File: src/rtl/dfr_pkg.sv
// Shared types and constants for the DFR batch sequencer slice.
package dfr_pkg;

  // Cycles from input-memory read address to history write: the DRAIN
  // length and the hist_wen/hist_addr delay both derive from this.
  localparam int unsigned DFR_PIPE_LAT = 2;

  typedef enum logic [2:0] {
    IDLE,
    RES_RST,
    RUN,
    DRAIN,
    MM_START,
    MM_WAIT,
    NEXT,
    ABORT
  } dfr_seq_state_t;

endpackage

File: src/rtl/dfr_batch_sequencer_if.sv
// Datapath-side signals of the batch sequencer: input/history memory
// addressing, reservoir control and matrix-multiplier handshake.
interface dfr_batch_sequencer_if #(
  parameter int unsigned ADDR_WIDTH = 14
);
  logic [ADDR_WIDTH-1:0] in_addr;
  logic                  reservoir_rst;
  logic                  reservoir_en;
  logic [ADDR_WIDTH-1:0] hist_addr;
  logic                  hist_wen;
  logic                  mm_rst;
  logic                  mm_start;
  logic                  mm_busy;

  modport master (
    output in_addr, reservoir_rst, reservoir_en, hist_addr, hist_wen,
    output mm_rst, mm_start,
    input  mm_busy
  );

  modport slave (
    input  in_addr, reservoir_rst, reservoir_en, hist_addr, hist_wen,
    input  mm_rst, mm_start,
    output mm_busy
  );
endinterface

File: src/rtl/dfr_perf_counter.sv
// Saturating busy-cycle counter used by the batch sequencer when
// DFR_SEQ_PERF_CNT_EN is defined.
module dfr_perf_counter #(
  parameter int unsigned WIDTH = 32
) (
  input  logic             clk,
  input  logic             rst_n,
  input  logic             clear,
  input  logic             en,
  output logic [WIDTH-1:0] count
);

  // Count enabled cycles, clear on request, stick at all-ones.
  always_ff @(posedge clk) begin
    if (!rst_n) begin
      count <= '0;
    end else if (clear) begin
      count <= '0;
    end else if (en && (count != '1)) begin
      count <= count + WIDTH'(1);
    end
  end

endmodule

File: src/rtl/dfr_batch_sequencer.sv
// DFR batch sequencer: walks the input memory sample by sample, drives the
// reservoir, records its outputs into history memory and runs the matrix
// multiplier once per sample.
// Optional feature: define DFR_SEQ_PERF_CNT_EN to add the 32-bit
// cycle_count output (busy-cycle counter).
module dfr_batch_sequencer
  import dfr_pkg::*;
#(
  parameter int unsigned ADDR_WIDTH   = 14,
  parameter int unsigned SAMPLE_WIDTH = 16,
  parameter int unsigned MM_TIMEOUT   = 4096
) (
  input  logic                    S_AXI_ACLK,
  input  logic                    S_AXI_ARESETN,
  input  logic                    start,
  input  logic                    abort,
  input  logic [SAMPLE_WIDTH-1:0] num_samples,
  input  logic [ADDR_WIDTH-1:0]   num_steps,
  dfr_batch_sequencer_if.master   dp,
  output logic [SAMPLE_WIDTH-1:0] sample_idx,
  output logic                    busy,
  output logic                    done,
  output logic                    err
`ifdef DFR_SEQ_PERF_CNT_EN
  ,
  output logic [31:0]             cycle_count
`endif
);

  localparam int unsigned WAIT_W = $clog2(MM_TIMEOUT + 1);

  dfr_seq_state_t                           state, state_d;
  logic                                     start_armed;
  logic                                     accept, launch, done_d, err_set, flush;
  logic [SAMPLE_WIDTH-1:0]                  ns_q;
  logic [ADDR_WIDTH-1:0]                    nsteps_q;
  logic [ADDR_WIDTH-1:0]                    in_ptr;
  logic [ADDR_WIDTH-1:0]                    step_cnt;
  logic [WAIT_W-1:0]                        wait_cnt;
  logic                                     mm_seen;
  logic                                     en_q;
  logic [DFR_PIPE_LAT-1:0]                  wen_pipe;
  logic [DFR_PIPE_LAT-1:0][ADDR_WIDTH-1:0]  addr_pipe;

  // start_armed means "start was low last cycle"; clearing it in reset
  // makes a start held through reset look like no edge at all.
  assign accept = (state == IDLE) && !abort && start && start_armed;

  // Next-state and per-cycle control decisions.
  always_comb begin
    state_d = state;
    launch  = 1'b0;
    done_d  = 1'b0;
    err_set = 1'b0;
    case (state)
      IDLE: begin
        if (accept) begin
          if (num_samples == '0) begin
            done_d = 1'b1;
          end else if (num_steps == '0) begin
            done_d  = 1'b1;
            err_set = 1'b1;
          end else begin
            launch  = 1'b1;
            state_d = RES_RST;
          end
        end
      end
      RES_RST:  state_d = RUN;
      RUN:      if (step_cnt == nsteps_q - 1'b1) state_d = DRAIN;
      DRAIN:    if (step_cnt == ADDR_WIDTH'(DFR_PIPE_LAT - 1)) state_d = MM_START;
      MM_START: state_d = MM_WAIT;
      MM_WAIT: begin
        if (mm_seen && !dp.mm_busy) begin
          state_d = NEXT;
        end else if (!mm_seen && !dp.mm_busy &&
                     (wait_cnt == WAIT_W'(MM_TIMEOUT - 1))) begin
          err_set = 1'b1;
          state_d = ABORT;
        end
      end
      NEXT: begin
        if (sample_idx == ns_q - 1'b1) begin
          done_d  = 1'b1;
          state_d = IDLE;
        end else begin
          state_d = RES_RST;
        end
      end
      ABORT:   state_d = IDLE;
      default: state_d = IDLE;
    endcase
    if (abort && (state != IDLE) && (state != ABORT)) begin
      state_d = ABORT;
      done_d  = 1'b0;
      err_set = 1'b0;
    end
  end

  assign flush = (state_d == ABORT);

  // State, counters, status flags and the read-to-write pipeline.
  always_ff @(posedge S_AXI_ACLK) begin
    if (!S_AXI_ARESETN) begin
      state       <= IDLE;
      start_armed <= 1'b0;
      ns_q        <= '0;
      nsteps_q    <= '0;
      in_ptr      <= '0;
      step_cnt    <= '0;
      wait_cnt    <= '0;
      mm_seen     <= 1'b0;
      sample_idx  <= '0;
      done        <= 1'b0;
      err         <= 1'b0;
      en_q        <= 1'b0;
      wen_pipe    <= '0;
      addr_pipe   <= '0;
    end else begin
      state       <= state_d;
      start_armed <= !start;
      done        <= done_d;

      if (err_set) begin
        err <= 1'b1;
      end else if (launch) begin
        err <= 1'b0;
      end

      if (launch) begin
        ns_q       <= num_samples;
        nsteps_q   <= num_steps;
        sample_idx <= '0;
        in_ptr     <= '0;
      end else if (state == RUN) begin
        in_ptr <= in_ptr + 1'b1;
      end

      // One counter serves RUN (step index) and DRAIN (flush cycles).
      if (state != state_d) begin
        step_cnt <= '0;
      end else begin
        step_cnt <= step_cnt + 1'b1;
      end

      if (state == MM_START) begin
        wait_cnt <= WAIT_W'(1);
        mm_seen  <= 1'b0;
      end else if (state == MM_WAIT) begin
        wait_cnt <= wait_cnt + 1'b1;
        if (dp.mm_busy) mm_seen <= 1'b1;
      end

      if ((state == NEXT) && (state_d == RES_RST)) begin
        sample_idx <= sample_idx + 1'b1;
      end

      en_q         <= (state == RUN) && !flush;
      wen_pipe[0]  <= (state == RUN);
      addr_pipe[0] <= step_cnt;
      for (int unsigned i = 1; i < DFR_PIPE_LAT; i++) begin
        wen_pipe[i]  <= wen_pipe[i-1];
        addr_pipe[i] <= addr_pipe[i-1];
      end
      // Reads already in flight when aborting must not land in history.
      if (flush) wen_pipe <= '0;
    end
  end

  // Output decode from state and pipeline registers.
  always_comb begin
    dp.in_addr       = in_ptr;
    dp.reservoir_rst = (state == RES_RST) || (state == ABORT);
    dp.mm_rst        = (state == RES_RST) || (state == ABORT);
    dp.mm_start      = (state == MM_START);
    dp.reservoir_en  = en_q;
    dp.hist_wen      = wen_pipe[DFR_PIPE_LAT-1];
    dp.hist_addr     = addr_pipe[DFR_PIPE_LAT-1];
    busy             = (state != IDLE);
  end

`ifdef DFR_SEQ_PERF_CNT_EN
  dfr_perf_counter #(
    .WIDTH (32)
  ) u_perf (
    .clk   (S_AXI_ACLK),
    .rst_n (S_AXI_ARESETN),
    .clear (accept),
    .en    (busy),
    .count (cycle_count)
  );
`endif

endmodule

File: src/flat_wrapper.sv
// flat-port wrapper written by rule: the top's interface ports become plain ports
module dfr_batch_sequencer_flat import dfr_pkg::*;
#(
  parameter int unsigned ADDR_WIDTH   = 14,
  parameter int unsigned SAMPLE_WIDTH = 16,
  parameter int unsigned MM_TIMEOUT   = 4096
)
  (S_AXI_ACLK, S_AXI_ARESETN, start, abort, num_samples, num_steps, sample_idx, busy, done, err, dp_in_addr, dp_reservoir_rst, dp_reservoir_en, dp_hist_addr, dp_hist_wen, dp_mm_rst, dp_mm_start, dp_mm_busy);
  dfr_batch_sequencer_if #(.ADDR_WIDTH(ADDR_WIDTH)) dp_i ();
  input  logic S_AXI_ACLK;
  input  logic S_AXI_ARESETN;
  input  logic start;
  input  logic abort;
  input  logic [SAMPLE_WIDTH-1:0] num_samples;
  input  logic [ADDR_WIDTH-1:0] num_steps;
  output logic [SAMPLE_WIDTH-1:0] sample_idx;
  output logic busy;
  output logic done;
  output logic err;
  output wire logic [$bits(dp_i.in_addr)-1:0] dp_in_addr;
  output wire logic [$bits(dp_i.reservoir_rst)-1:0] dp_reservoir_rst;
  output wire logic [$bits(dp_i.reservoir_en)-1:0] dp_reservoir_en;
  output wire logic [$bits(dp_i.hist_addr)-1:0] dp_hist_addr;
  output wire logic [$bits(dp_i.hist_wen)-1:0] dp_hist_wen;
  output wire logic [$bits(dp_i.mm_rst)-1:0] dp_mm_rst;
  output wire logic [$bits(dp_i.mm_start)-1:0] dp_mm_start;
  input wire logic [$bits(dp_i.mm_busy)-1:0] dp_mm_busy;
  assign dp_in_addr = dp_i.in_addr;
  assign dp_reservoir_rst = dp_i.reservoir_rst;
  assign dp_reservoir_en = dp_i.reservoir_en;
  assign dp_hist_addr = dp_i.hist_addr;
  assign dp_hist_wen = dp_i.hist_wen;
  assign dp_mm_rst = dp_i.mm_rst;
  assign dp_mm_start = dp_i.mm_start;
  assign dp_i.mm_busy = dp_mm_busy;
  dfr_batch_sequencer #(.ADDR_WIDTH(ADDR_WIDTH), .SAMPLE_WIDTH(SAMPLE_WIDTH), .MM_TIMEOUT(MM_TIMEOUT)) u_core (.S_AXI_ACLK(S_AXI_ACLK), .S_AXI_ARESETN(S_AXI_ARESETN), .start(start), .abort(abort), .num_samples(num_samples), .num_steps(num_steps), .dp(dp_i), .sample_idx(sample_idx), .busy(busy), .done(done), .err(err));
endmodule
File: config.mk
export PLATFORM = sky130hd
export DESIGN_NAME = dfr_batch_sequencer_flat
export DESIGN_NICKNAME = d
export VERILOG_FILES = /design/src/rtl/dfr_pkg.sv /design/src/rtl/dfr_batch_sequencer_if.sv /design/src/rtl/dfr_perf_counter.sv /design/src/rtl/dfr_batch_sequencer.sv /design/src/flat_wrapper.sv
export SDC_FILE = /design/constraint.sdc
export NUM_CORES = 1
export LEC_CHECK = 0
export CORE_ASPECT_RATIO = 1.5
export CORE_MARGIN = 4
export CORE_UTILIZATION = 50
export DETAILED_ROUTE_END_ITERATION = 10
export GPL_TIMING_DRIVEN = 0
export PLACE_DENSITY = 0.76
export SETUP_SLACK_MARGIN = 0.1
export SYNTH_ARGS = -nofsm -noshare
export SYNTH_HDL_FRONTEND = slang
export SYNTH_SLANG_ARGS = --single-unit
export TNS_END_PERCENT = 5
File: constraint.sdc
create_clock -name S_AXI_ACLK -period 3 [get_ports S_AXI_ACLK]
set_input_delay 0.6 -clock S_AXI_ACLK [delete_from_list [all_inputs] [get_ports S_AXI_ACLK]]
set_output_delay 0.6 -clock S_AXI_ACLK [all_outputs]
set_load 0.1 [all_outputs]
==> results.md <==
- Final setup TNS: -3500 ps
- Die area: approximately 14000 um2
- Final setup vio count: 30
- Max IR drop VDD: roughly 470 uV
- Pin count of the biggest net entering global routing: 17
- Required time of the critical path: around 3400 ps
- Final HPWL DP: ~12000 um
- Worst Tran Pin Value: between 1000 and 1500 ps
- Failing checks: negative setup slack
- Critical Path AT: ~3600 ps
- Worst hold slack: 432 ps
- CTS max path bufs: 2
- Max Slew Vio Count: 0
- # clock sinks: 125
- Relative slew slack: 0.333
- Post-synth top flop: dfxtp_1
- Layout cell share with drive strength beyond 1: 0.135
- Mapped Cells: 719
- Worst setup margin: -177 ps
- Clk_lat worst skew: roughly 420 ps
- Clk_skew: approximately 11 ps
- RSZ-0062 raised after global routing: yes
- Initial antenna violation count: 0
- Num rows: just under 50
- CTS tree: built
- Pint: 0.00333 W
- Crit path time final: 3180 ps
- # IOs: just under 90
- Register share of total power: 0.355
- Die Wd: ~99 um
- Remaining antenna violation count: 0
- Worst Hold Class: register to register
- Fmax: around 310 MHz
- Setup crit start kind: register
- Initial Util: 0.514
- Clk slew on worst S/H paths: around 60 ps
- Combinational share of power: 0.284
- Die height: ~140 um
- Vias/cell: ~5.6
- Final wirelength: between 15000 and 20000 um
- Clock Root Buffer: clkbuf_16
- Crit end category: register
- Yosys Warn Count: 0
- Asr flop ratio synth: 0
- Final GP Congestion: ~0.89
- First-pass DRT Iterations: 6
- Post-synth EDFFs: 0
- Hold Vio Cnt, Final: 0
- Drt wl/cell: about 16 um
- GRT overflow: 0
- Clk pwr share: 0.361
- Status: finished, violations left
- Htree depth: 4
- Part of the cycle the worst path needs: 1.06
- Syn Nets: between 700 and 800
- Sw power: approximately 0.0018 W
- ANT cells: 0
- DRT iter0 DRCs: around 270
- Hold Path Depth: 1
- Leakage: 3.29 nW
- Syn Area/Cell: 8.64 um2
- Number of CTS-inserted buffers: 17
- Vias in the first global route: 5653
- R2r worst-path depth: 11
- Hold_buf cts: 0
- IO Port Bufs: 86
- Synth cell types: slightly above 70
- Gr usage total: 0.233
- Power, Total: ~0.0051 W
- Register bit total from synthesis: roughly 130
- Mapped cell area: between 6000 and 7000 um2
- Global-route wire length before repair: ~27000 um
- Core area: ~12000 um2
- Worst-path fanout max: 4
- # DRC: 0
- P per Cell Area: roughly 640 nW/um2
- Maxcap violations: 0
- Nets: between 800 and 900
- Vias: about 5700
- Area growth syn-to-layout: 29.2%
- Seq/Total Area, Yosys: 0.403
- Net Sw Frac: 0.349
- Crit Path Class: register to register
sequential cells by signal, indices dropped and copies added (netlist names), 3 cells and up:
signal	count
u_core.addr_pipe	14
u_core.sample_idx	16
u_core.dp.hist_addr	14
u_core.state	3
u_core.nsteps_q	14
u_core.wait_cnt	13
u_core.dp.in_addr	14
u_core.step_cnt	14
u_core.ns_q	16
final timing paths:
kind                                                 startpoint                                  to  slack, ps
worst max-delay path                u_core.ns_q[0]$_SDFFE_PN0P_  u_core.sample_idx[14]$_SDFFE_PN0P_       -180
worst min-delay path            u_core.addr_pipe[13]$_SDFF_PN0_  u_core.dp.hist_addr[13]$_SDFF_PN0_        430
worst max register to register      u_core.ns_q[0]$_SDFFE_PN0P_  u_core.sample_idx[14]$_SDFFE_PN0P_       -180
worst min register to register  u_core.addr_pipe[13]$_SDFF_PN0_  u_core.dp.hist_addr[13]$_SDFF_PN0_        430
critical path: stages, from the launching register on:
cell and delay, ps:
dfxtp_4 340, buf_6 110, or2_4 230, or4b_4 560, a311oi_2 250, a211oi_2 80
or3_4 400, or4b_4 550, a21oi_4 240, buf_6 160, a21o_1 90, a22o_1 120
kinds of logic (layout without fill, tap and decap cells):
| kind of cell | count (synthesis) | count (layout) | share of synthesized area |
|---|---|---|---|
| AND/OR/NAND/NOR | 331 | 331 | 0.276 |
| flip-flops | 125 | 125 | 0.403 |
| AO/OA/AOI/OAI | 94 | 94 | 0.0987 |
| XOR/XNOR | 63 | 63 | 0.0888 |
| buffers and inverters | 63 | 193 | 0.0608 |
| multiplexers | 36 | 36 | 0.0584 |
| adder cells (fa/ha/maj) | 7 | 7 | 0.0141 |
cell usage after synthesis (7+ instances only):
library cell	instances	area [um2]
nor2_1	116	435
a21oi_1	20	100
buf_4	16	120
a31oi_1	7	43.8
clkbuf_1	22	82.6
dfxtp_1	125	2500
nor4_1	20	125
and2_1	28	175
and3_1	21	131
mux2i_1	34	340
inv_1	16	60.1
xnor2_1	34	298
nand4_1	10	62.6
nand3_1	25	125
nor3_1	15	75.1
nand2_1	46	173
or3_1	11	68.8
xor2_1	29	254
ha_1	7	87.6
o21ai_0	31	155
per-stage QoR:
step	worst slack, ps	area, um2	utilization	std cells
detailed placement	-509	7270	0.602	958
CTS	-140	8000	0.663	1002
global placement	-440	7270	0.602	958
floorplan	-310	6220	-	719
finish	-177	8030	0.665	1002
global route	-255	8030	0.665	1002
placed cells by master, fill, tap and decap left out, drive strengths merged, types with 10 or more instances in the layout:
| master | synthesis | layout |
|---|---|---|
| dfxtp | 125 | 125 |
| nor2 | 116 | 116 |
| clkdlybuf4s50 | 0 | 82 |
| nand2 | 46 | 46 |
| clkbuf | 27 | 45 |
| buf | 19 | 35 |
| xnor2 | 34 | 34 |
| mux2i | 34 | 34 |
| o21ai | 32 | 32 |
| xor2 | 29 | 29 |
| and2 | 28 | 28 |
| nand3 | 25 | 25 |
| and3 | 23 | 23 |
| a21oi | 22 | 22 |
| nor4 | 20 | 20 |
| inv | 16 | 18 |
| nor3 | 16 | 16 |
| or3 | 14 | 14 |
| nand4 | 10 | 10 |
final cells by class:
cell class | count | area, um2
buffer | 47 | 330
multi-input combinational | 531 | 3430
fill | 955 | 4050
clock inverter | 12 | 92.6
tap | 153 | 191
inverter | 16 | 60.1
clock buffer | 18 | 439
sequential | 125 | 2510
timing repair buffer | 100 | 973
layer usage:
| layer | share of wire | global-route usage |
|---|---|---|
| met1 | 0.38 | 0.246 |
| met5 | 0 | 0 |
| met3 | 0.044 | 0.0468 |
| met4 | 0.042 | 0.126 |
| met2 | 0.53 | 0.429 |
power groups by stage:
| stage | Combinational, W | Clock, W | Sequential, W |
|---|---|---|---|
| after floorplan | 0.000948 | 0 | 0.00192 |
| after global placement | 0.00131 | 0 | 0.00185 |
| after detailed placement | 0.00134 | 0 | 0.00185 |
| after CTS | 0.00142 | 0.00187 | 0.00181 |
| after global routing | 0.00156 | 0.00195 | 0.00183 |
| final | 0.00146 | 0.00185 | 0.00182 |
timing repair:
item | in CTS | in global routing
buffers inserted | 13 | 0
endpoints found under the setup margin | 38 | 63
pin swaps | 14 | 8
resized for setup | 51 | 13
cloned | 1 | 0
Power figures use the tool's default switching activity.
